[config.mk]
export PLATFORM = sky130hd
export DESIGN_NAME = ls_queue
export DESIGN_NICKNAME = d
export VERILOG_FILES = /design/src/rtl/ls_queue_pkg.sv /design/src/rtl/lsq_cdb_match.sv /design/src/rtl/ls_queue.sv
export SDC_FILE = /design/constraint.sdc
export NUM_CORES = 2
export LEC_CHECK = 0
export CORE_ASPECT_RATIO = 1.2
export CORE_MARGIN = 2
export CORE_UTILIZATION = 35
export CTS_CLUSTER_SIZE = 16
export DETAILED_ROUTE_END_ITERATION = 8
export PLACE_DENSITY = 0.47
export SYNTH_ARGS = -nofsm -noshare
export SYNTH_HDL_FRONTEND = slang
export SYNTH_SLANG_ARGS = --single-unit
[constraint.sdc]
create_clock -name clk -period 9.8 [get_ports clk]
set_clock_uncertainty 0.2 [all_clocks]
set_input_delay 0.98 -clock clk [delete_from_list [all_inputs] [get_ports clk]]
set_output_delay 0.98 -clock clk [all_outputs]
set_load 0.005 [all_outputs]
[src/rtl/ls_queue_pkg.sv]
// ls_queue_pkg: shared definitions for the load/store queue.
//   OPENUM_W        - opcode width
//   ls_op_e         - memory opcodes; loads occupy the low codes so is_load is one compare
//   ZERO_ROB        - ROB tag value meaning "no dependency"
//   IO_ADDR_DEFAULT - default memory-mapped IO address
package ls_queue_pkg;

    localparam int OPENUM_W = 3;

    typedef enum logic [OPENUM_W-1:0] {
        OP_LB  = 3'd0,
        OP_LH  = 3'd1,
        OP_LW  = 3'd2,
        OP_LBU = 3'd3,
        OP_LHU = 3'd4,
        OP_SB  = 3'd5,
        OP_SH  = 3'd6,
        OP_SW  = 3'd7
    } ls_op_e;

    localparam int          ZERO_ROB        = 0;
    localparam logic [31:0] IO_ADDR_DEFAULT = 32'h0003_0000;

    function automatic logic is_load(input logic [OPENUM_W-1:0] op);
        return op <= OP_LHU;
    endfunction

endpackage

[src/rtl/lsq_cdb_match.sv]
// lsq_cdb_match: compares one operand tag against all CDB result buses.
//   q, v          - operand tag and current value
//   cdb_valid     - per-bus valid; cdb_rob_id / cdb_data hold bus k in slice k
//   hit           - some valid bus carries tag q (tag 0 never matches)
//   v_new         - value from the lowest-index matching bus, else v
module lsq_cdb_match
    import ls_queue_pkg::*;
#(
    parameter int XLEN  = 32,
    parameter int ROB_W = 4,
    parameter int CDB_N = 2
) (
    input  logic [ROB_W-1:0]       q,
    input  logic [XLEN-1:0]        v,
    input  logic [CDB_N-1:0]       cdb_valid,
    input  logic [CDB_N*ROB_W-1:0] cdb_rob_id,
    input  logic [CDB_N*XLEN-1:0]  cdb_data,
    output logic                   hit,
    output logic [XLEN-1:0]        v_new
);

    always_comb begin
        // NOTE: defaults first so every path assigns the outputs; no latch can form.
        hit   = 1'b0;
        v_new = v;
        // Walk from the highest bus down so the lowest-index match is written last and wins.
        for (int k = CDB_N - 1; k >= 0; k--) begin
            if (cdb_valid[k] && q != ROB_W'(ZERO_ROB) &&
                cdb_rob_id[k*ROB_W +: ROB_W] == q) begin
                hit   = 1'b1;
                v_new = cdb_data[k*XLEN +: XLEN];
            end
        end
    end

endmodule

[src/rtl/ls_queue.sv]
// ls_queue: in-order load/store queue between dispatcher and LS execution unit.
//   clk, rst (sync, active-high), rdy (0 = hold all state)
//   in_*            - dispatch port (valid, op, operands v/q, imm, rob_id)
//   full, occupancy - back-pressure and entry count
//   ex_*            - registered issue port; ex_busy stalls issue
//   cdb_*           - CDB_N snooped result buses
//   commit_*        - ROB commit; head_io_rob_id is the ROB head allowed to touch IO
//   io_rob_id       - tag of the head entry when it targets IO_ADDR, else 0
//   rollback        - flush all uncommitted entries
// Optional feature macro: LSQ_LOAD_BYPASS_EN lets a ready non-IO load at head+1
// issue around an uncommitted store at head when their word addresses differ.
module ls_queue
    import ls_queue_pkg::*;
#(
    parameter int              DEPTH       = 16,
    parameter int              XLEN        = 32,
    parameter int              ROB_W       = 4,
    parameter int              CDB_N       = 2,
    parameter int              FULL_MARGIN = 2,
    parameter logic [XLEN-1:0] IO_ADDR     = XLEN'(IO_ADDR_DEFAULT)
) (
    input  logic                     clk,
    input  logic                     rst,
    input  logic                     rdy,
    input  logic                     in_valid,
    input  logic [OPENUM_W-1:0]      in_op,
    input  logic [XLEN-1:0]          in_v1,
    input  logic [XLEN-1:0]          in_v2,
    input  logic [ROB_W-1:0]         in_q1,
    input  logic [ROB_W-1:0]         in_q2,
    input  logic [XLEN-1:0]          in_imm,
    input  logic [ROB_W-1:0]         in_rob_id,
    output logic                     full,
    output logic [$clog2(DEPTH):0]   occupancy,
    output logic                     ex_valid,
    output logic [OPENUM_W-1:0]      ex_op,
    output logic [XLEN-1:0]          ex_addr,
    output logic [XLEN-1:0]          ex_data,
    output logic [ROB_W-1:0]         ex_rob_id,
    input  logic                     ex_busy,
    input  logic [CDB_N-1:0]         cdb_valid,
    input  logic [CDB_N*ROB_W-1:0]   cdb_rob_id,
    input  logic [CDB_N*XLEN-1:0]    cdb_data,
    input  logic                     commit_valid,
    input  logic [ROB_W-1:0]         commit_rob_id,
    input  logic [ROB_W-1:0]         head_io_rob_id,
    output logic [ROB_W-1:0]         io_rob_id,
    input  logic                     rollback
);

    localparam int PTR_W = $clog2(DEPTH);
    localparam int CNT_W = PTR_W + 1;

    logic [DEPTH-1:0]    valid, committed;
    logic [OPENUM_W-1:0] op     [DEPTH];
    logic [XLEN-1:0]     v1     [DEPTH];
    logic [XLEN-1:0]     v2     [DEPTH];
    logic [ROB_W-1:0]    q1     [DEPTH];
    logic [ROB_W-1:0]    q2     [DEPTH];
    logic [XLEN-1:0]     imm    [DEPTH];
    logic [ROB_W-1:0]    rob_id [DEPTH];

    logic [PTR_W-1:0] head, tail, store_tail, head_step, rb_span;
    logic             store_tail_vld;

    // Insert path: capture operands broadcast in the same cycle.
    logic            ins_hit1, ins_hit2;
    logic [XLEN-1:0] ins_v1, ins_v2;

    lsq_cdb_match #(.XLEN(XLEN), .ROB_W(ROB_W), .CDB_N(CDB_N)) u_ins_m1 (
        .q(in_q1), .v(in_v1), .cdb_valid(cdb_valid), .cdb_rob_id(cdb_rob_id),
        .cdb_data(cdb_data), .hit(ins_hit1), .v_new(ins_v1));
    lsq_cdb_match #(.XLEN(XLEN), .ROB_W(ROB_W), .CDB_N(CDB_N)) u_ins_m2 (
        .q(in_q2), .v(in_v2), .cdb_valid(cdb_valid), .cdb_rob_id(cdb_rob_id),
        .cdb_data(cdb_data), .hit(ins_hit2), .v_new(ins_v2));

    // Per-entry snoop of the result buses.
    logic            snp_hit1 [DEPTH];
    logic            snp_hit2 [DEPTH];
    logic [XLEN-1:0] snp_v1   [DEPTH];
    logic [XLEN-1:0] snp_v2   [DEPTH];

    for (genvar i = 0; i < DEPTH; i++) begin : g_snoop
        lsq_cdb_match #(.XLEN(XLEN), .ROB_W(ROB_W), .CDB_N(CDB_N)) u_m1 (
            .q(q1[i]), .v(v1[i]), .cdb_valid(cdb_valid), .cdb_rob_id(cdb_rob_id),
            .cdb_data(cdb_data), .hit(snp_hit1[i]), .v_new(snp_v1[i]));
        lsq_cdb_match #(.XLEN(XLEN), .ROB_W(ROB_W), .CDB_N(CDB_N)) u_m2 (
            .q(q2[i]), .v(v2[i]), .cdb_valid(cdb_valid), .cdb_rob_id(cdb_rob_id),
            .cdb_data(cdb_data), .hit(snp_hit2[i]), .v_new(snp_v2[i]));
    end

    // Head issue decision, from registered state only (one-edge latency).
    logic [XLEN-1:0] head_addr;
    logic            head_ready, head_issue;

    assign head_addr  = v1[head] + imm[head];
    assign head_ready = valid[head] && q1[head] == ROB_W'(ZERO_ROB) && q2[head] == ROB_W'(ZERO_ROB);
    assign head_issue = !ex_busy && head_ready &&
                        (is_load(op[head]) ? (head_addr != IO_ADDR || head_io_rob_id == rob_id[head])
                                           : committed[head]);

    logic             any_issue;
    logic [PTR_W-1:0] iss_idx;
    logic [XLEN-1:0]  iss_addr;

`ifdef LSQ_LOAD_BYPASS_EN
    logic [DEPTH-1:0] consumed;
    logic [PTR_W-1:0] head_nxt1;
    logic [XLEN-1:0]  byp_addr;
    logic             byp_issue;

    assign head_nxt1 = head + PTR_W'(1);
    assign byp_addr  = v1[head_nxt1] + imm[head_nxt1];
    assign byp_issue = !ex_busy && valid[head] && !is_load(op[head]) && !committed[head] &&
                       q1[head] == ROB_W'(ZERO_ROB) &&
                       valid[head_nxt1] && !consumed[head_nxt1] && is_load(op[head_nxt1]) &&
                       q1[head_nxt1] == ROB_W'(ZERO_ROB) && q2[head_nxt1] == ROB_W'(ZERO_ROB) &&
                       byp_addr != IO_ADDR && byp_addr[XLEN-1:2] != head_addr[XLEN-1:2];
    // A bypassed load leaves a hole right behind head; head jumps over it.
    assign head_step = consumed[head_nxt1] ? head + PTR_W'(2) : head_nxt1;

    always_comb begin
        any_issue = head_issue || byp_issue;
        iss_idx   = head_issue ? head : head_nxt1;
        iss_addr  = head_issue ? head_addr : byp_addr;
    end
`else
    assign head_step = head + PTR_W'(1);

    always_comb begin
        any_issue = head_issue;
        iss_idx   = head;
        iss_addr  = head_addr;
    end
`endif

    // Entries from head through the youngest committed store survive a rollback.
    assign rb_span   = store_tail - head;
    assign full      = occupancy >= CNT_W'(DEPTH - FULL_MARGIN);
    assign io_rob_id = (valid[head] && q1[head] == ROB_W'(ZERO_ROB) && head_addr == IO_ADDR)
                       ? rob_id[head] : ROB_W'(ZERO_ROB);

    // NOTE: all sequential state uses <= so every read in this block sees pre-edge values.
    always_ff @(posedge clk) begin
        if (rst) begin
            // NOTE: only control bits are reset; payload arrays are gated by valid and need none.
            valid          <= '0;
            committed      <= '0;
            head           <= '0;
            tail           <= '0;
            occupancy      <= '0;
            store_tail     <= '0;
            store_tail_vld <= 1'b0;
            ex_valid       <= 1'b0;
            ex_op          <= '0;
            ex_addr        <= '0;
            ex_data        <= '0;
            ex_rob_id      <= '0;
`ifdef LSQ_LOAD_BYPASS_EN
            consumed       <= '0;
`endif
        end else if (rdy) begin
            if (rollback) begin
                ex_valid <= 1'b0;
                if (!store_tail_vld) begin
                    valid     <= '0;
                    committed <= '0;
                    head      <= '0;
                    tail      <= '0;
                    occupancy <= '0;
                end else begin
                    valid     <= valid & committed;
                    committed <= valid & committed;
                    tail      <= store_tail + PTR_W'(1);
                    occupancy <= CNT_W'(rb_span) + CNT_W'(1);
                end
`ifdef LSQ_LOAD_BYPASS_EN
                consumed <= '0;
`endif
            end else begin
                for (int i = 0; i < DEPTH; i++) begin
                    if (valid[i] && snp_hit1[i]) begin
                        v1[i] <= snp_v1[i];
                        q1[i] <= '0;
                    end
                    if (valid[i] && snp_hit2[i]) begin
                        v2[i] <= snp_v2[i];
                        q2[i] <= '0;
                    end
                end

                ex_valid <= any_issue;
                if (any_issue) begin
                    ex_op              <= op[iss_idx];
                    ex_addr            <= iss_addr;
                    ex_data            <= v2[iss_idx];
                    ex_rob_id          <= rob_id[iss_idx];
                    valid[iss_idx]     <= 1'b0;
                    committed[iss_idx] <= 1'b0;
                end
                if (head_issue) begin
                    head <= head_step;
                    if (store_tail_vld && store_tail == head)
                        store_tail_vld <= 1'b0;
`ifdef LSQ_LOAD_BYPASS_EN
                    consumed[head_nxt1] <= 1'b0;
`endif
                end
`ifdef LSQ_LOAD_BYPASS_EN
                if (byp_issue)
                    consumed[head_nxt1] <= 1'b1;
`endif

                // Commit after issue so a fresh store commit overrides the store_tail clear.
                for (int i = 0; i < DEPTH; i++) begin
                    if (commit_valid && valid[i] && rob_id[i] == commit_rob_id) begin
                        committed[i] <= 1'b1;
                        if (!is_load(op[i])) begin
                            store_tail     <= PTR_W'(i);
                            store_tail_vld <= 1'b1;
                        end
                    end
                end

                if (in_valid) begin
                    valid[tail]     <= 1'b1;
                    committed[tail] <= 1'b0;
                    op[tail]        <= in_op;
                    v1[tail]        <= ins_v1;
                    v2[tail]        <= ins_v2;
                    q1[tail]        <= ins_hit1 ? ROB_W'(ZERO_ROB) : in_q1;
                    q2[tail]        <= ins_hit2 ? ROB_W'(ZERO_ROB) : in_q2;
                    imm[tail]       <= in_imm;
                    rob_id[tail]    <= in_rob_id;
                    tail            <= tail + PTR_W'(1);
                end

                if (in_valid && !any_issue)
                    occupancy <= occupancy + CNT_W'(1);
                else if (!in_valid && any_issue)
                    occupancy <= occupancy - CNT_W'(1);
            end
        end
    end

endmodule

[Word-level counts from Yosys, hierarchy flattened]
Memories as Yosys holds them, arrays and structs flattened. A register that Yosys moved wholly into a read port is not among the register bits.
Cells that the tools add are included.
Cells by class
  mux-type cells: 533
  order comparisons: 22
  reduce and logical (&&, ||, !) cells: 290
  eq/ne operators: 121
  add/sub/neg operators: 8
  bitwise logic cells: 8
Operators with widths (count)
  two-way mux 32 bit: 68
  two-way mux 1 bit: 367
  == test 4 bit: 86
  two-way mux 4 bit: 80
  logical AND 1 bit: 210
  two-way mux 16 bit: 10
  nonzero test 4 bit: 34
  AND reduction 2 bit: 35
  inequality test 2 bit (second input constant): 33
  bitwise AND 16 bit: 4
  less-or-equal comparator 3 bit (second input constant): 17
  adder 32 bit: 1
  == test 32 x 18 -> 1 bit (second input constant): 1
  inequality test 32 x 18 -> 1 bit (second input constant): 1
  inverter 16 bit: 2
  two-way mux 5 bit: 4
  bitwise OR 16 bit: 1
  adder 4 x 1 -> 4 bit (second input constant): 3
  less-than comparator 4 x 5 -> 1 bit (second input constant): 2
  binary-select mux 1 bit (select 4 bit): 2
  demux 1 bit (select 4 bit): 2
  >= comparator 4 x 1 -> 1 bit (second input constant): 2
  zero test 4 bit: 2
  AND reduction 3 bit: 2
  other kinds (10): 13
Word-level totals
  logic and storage cells: 1000
  bits of input ports: 200
  output and inout bits: 82
  memories: 7
  bits in registers: 90
  RAM bits: 1776
Memories
  imm: depth 16, bits a word 32, read ports 1, clocked after memory_dff 1, write ports 1, RTL line ls_queue.sv:60  | logic [XLEN-1:0] imm [DEPTH];
  v1: depth 16, bits a word 32, read ports 1, clocked after memory_dff 1, write ports 17, RTL line ls_queue.sv:56  | logic [XLEN-1:0] v1 [DEPTH];
  v2: depth 16, bits a word 32, read ports 1, clocked after memory_dff 1, write ports 17, RTL line ls_queue.sv:57  | logic [XLEN-1:0] v2 [DEPTH];
  q1: depth 16, bits a word 4, read ports 17, clocked after memory_dff 1, write ports 17, RTL line ls_queue.sv:58  | logic [ROB_W-1:0] q1 [DEPTH];
  q2: depth 16, bits a word 4, read ports 17, clocked after memory_dff 1, write ports 17, RTL line ls_queue.sv:59  | logic [ROB_W-1:0] q2 [DEPTH];
  rob_id: depth 16, bits a word 4, read ports 17, clocked after memory_dff 1, write ports 1, RTL line ls_queue.sv:61  | logic [ROB_W-1:0] rob_id [DEPTH];
  +1 memories

[Depth between registers and ports, before layout]
  word-level depth: 69
  gate-level depth with buffers: 28
  depth with buffers taken out: 22

[Modules after synthesis]
Synthesis repeated with hierarchy kept, for this count alone.
Unflattened totals
  cells, all modules: 13333
  area total of the unflattened synthesis: 123563.5 um^2
By module, submodules not included
  ls_queue: cells an instance 7519, seq. area each 55853.6 um^2, times used 1, area each 89871.2 um^2
  lsq_cdb_match: cells an instance 171, seq. area each 0.0 um^2, times used 34, area each 991.0 um^2

[Worst setup path before layout]
OpenSTA, ideal clock, no wires.
  path kind: reg2reg
  start point: register (tool-made name)
  end point: register occupancy[4]
  setup time: 0.078 ns
  buffers on the path: 7
  data arrival time: 7.208 ns
  path slack: 2.314 ns
  clock period less this slack: 7.486 ns
  data required time: 9.522 ns
  stages on the path, launching flop included: 28
  cell sequence: dfxtp_1 buf_6 buf_6 buf_6 clkbuf_1 clkbuf_1 buf_1 mux4_2 mux4_2 ha_1 clkbuf_1 and4_1 nor3b_1 o2111ai_1 a311oi_1 o21ai_0 a222oi_1 and4bb_1 nand4_1 nand2_1 nand2_1 fa_1 a21o_1 a21oi_1 nand4b_1 a21oi_1 a31o_1 nor3_1
RTL lines
  end signal, assigned: RTL line ls_queue.sv:175  | occupancy <= CNT_W'(rb_span) + CNT_W'(1);
  end signal, assigned: RTL line ls_queue.sv:239  | occupancy <= occupancy + CNT_W'(1);
  end signal, assigned: RTL line ls_queue.sv:241  | occupancy <= occupancy - CNT_W'(1);
  end, declared: RTL line ls_queue.sv:34  | output logic [$clog2(DEPTH):0] occupancy,

==> out/results.tsv <==
metric	value	unit
outcome	complete, no violations	
rows	218	
synth_top_family_by_area	multiplexers	
worstPathArrival	7.79	ns
synth.area.mux_share	0.228	
firstDrtPassIters	7	
synthXorXnorAreaFrac	0.0263	
wl_per_cell	33.6	µm
synth_seq_cells	1902	
die_x	500	µm
cts_tree	yes	
post-route-drc-count	0	
rsz0062_at_grt	false	
fin_crit_sh	0.915	
routed_wl	413	mm
num_vias	73436	
antenna_left	0	
cp-start-kind	flip-flop	
required	8.62	ns
worst_pin_slew	1.35	ns
finalHoldViolCount	0	
cp-end-kind	output port	
grt_overflow	0	
min_path_type	input pin to flip-flop	
grt_pass1_vias	72007	
grtUsageTotal	0.270	
design.portCount	282	
hold_buffers	0	
synth_area_leaders	edfxtp_1, mux4_2, mux2i_1	
synth_edf_count	1776	
syn_area	103000	µm²
ctsRootBufferMaster	clkbuf_16	
synth_top_area_share	0.517	
max_cap_viol_count	0	
cts_buffers	219	
dpl.hpwl	229	mm
ir_drop	136	µV
power.density	157	nW/µm²
coreArea	294000	µm²
relSlewSlack	0.0938	
holdPathStages	2	
r2r_cells	21	
die_y	599	µm
reg2reg_to	occupancy[4]	
r2r_slack	1.48	ns
vias_per_cell	5.97	
fmax	111	MHz
slew_violations	0	
start_util	0.351	
path_class	flip-flop to output port	
design_power_total	18.3	mW
initialDrtViolationCount	9118	
antenna_found_initial	32	
whs_endpoint	occupancy[1]	
syn_inst	8475	
p_leak	33.9	nW
grt_pass1_wl	572	mm
area_growth	13.2	%
cts_sinks	1902	
final_nets	8523	
setup_viol	0	
cts-resized-gates	0	
fin_tns_setup	0	ns
timing.hold.ws	0.140	ns
dieArea	299000	µm²
synthAdderAreaFrac	0.00628	
yosysWarnings	0	
clk_latency	0.92	ns
hp-start	rst	
synth_compound_area_frac	0.0816	
ys_types	79	
cts_max_level	4	
yosysTopAreaCell	edfxtp_1	
place.port_buffers	281	
min_period	8.97	ns
yosysSeqAreaShare	0.541	
path_clk_slew	0.06	ns
synth_ff_type	edfxtp_1	
synth.avg_cell_area	12.2	µm²
synth_simple_gate_area_frac	0.0807	
ys_async_sr_fraction	0	
post_cts_buffers	0	
grt_max_degree	130	
synth_nets	8725	
place_congestion	0.869	
drive_above_1_share	0.144	
cts_buffer_depth	4	
path_max_fanout	38	
[per-stage QoR]
step | utilization | instances | setup WS (ns) | cell area, µm²
global route | 0.398 | 12300 | 0.453 | 117000
detailed placement | 0.374 | 11901 | 1.43 | 110000
floorplan | - | 8475 | 2.31 | 103000
global placement | 0.374 | 11901 | 1.36 | 110000
finish | 0.398 | 12302 | 0.829 | 117000
CTS | 0.398 | 12298 | 0.755 | 117000
[synth_stat cells, types with 126 or more instances]
library cell  number
edfxtp_1        1776
buf_1            129
mux4_2           524
nor2_1           323
mux2i_1         1162
xnor2_1          206
nand2_1         1238
clkbuf_1         780
a21oi_1          187
dfxtp_1          126
o21ai_0         1111
nor3_1           140
[critical path, cell delays in order (launching register included)]
cell and delay (ns):
dfxtp_4 0.96, buf_4 0.70, mux4_2 0.59, mux4_2 0.52, ha_1 0.42, a21oi_1 0.28
o21ai_1 0.16, a211oi_1 0.28, o21ai_0 0.27, or3_1 0.44, and3_1 0.20, nor4_1 0.60
nand3_1 0.42, nor4_1 0.35, clkdlybuf4s50_1 0.58
[layout make-up]
type,count,area (µm²)
Tap cell,3850,4820
Clock inverter,111,1040
Timing Repair Buffer,506,4620
Inverter,51,312
Clock buffer,286,5990
Antenna cell,3,7.51
Sequential cell,1902,55900
Fill cell,27303,177000
Multi-Input combinational cell,5593,44200
[where the power goes]
part | switching, mW | internal [mW]
sequential | 0.0120 | 8.89
combinational | 0.803 | 0.362
clock | 3.53 | 4.75
total | 4.34 | 14.0
[cell families (layout without fill, tap and decap cells)]
group | after synthesis | in the layout
simple gates | 1988 | 1988
buf+inv | 980 | 954
xor+xnor | 310 | 310
other cells | 0 | 3
compound gates | 1554 | 1554
flops | 1902 | 1902
mux | 1691 | 1691
fa+ha+maj | 50 | 50
[registers in the layout, indices dropped and copies added, names as in the netlist, 16 cells and up, named ones only]
signal and cells:
committed 16, rob_id 64, op 48, valid 16
imm 512, ex_addr 32, v1 512, q2 64
ex_data 32, q1 64, v2 512
[metal layers]
layer	GRT usage	up-vias	share of wire
met5	0	-	0.00014
met4	0.0964	8	0.038
met3	0.0334	752	0.068
met2	0.458	3542	0.49
met1	0.355	37818	0.41
li1	-	31316	-
[placed cells by master (no fill, tap or decap), types with 140 or more instances in the layout]
master	instances
clkdlybuf4s50_1	263
nor3_1	140
edfxtp_1	1776
mux4_2	524
clkbuf_16	222
mux2i_1	1162
nor2_1	295
xnor2_1	206
o21ai_0	1111
nand2_1	1237
a21oi_1	155
buf_4	213
[worst max path at each step]
stage | start | end
global placement | flip-flop | occupancy[4]
detailed placement | flip-flop | occupancy[4]
CTS | flip-flop | io_rob_id[1]
floorplan | flip-flop | occupancy[4]
global route | flip-flop | io_rob_id[1]
finish | flip-flop | io_rob_id[1]
No activity file was read; power rests on OpenSTA's default activity.
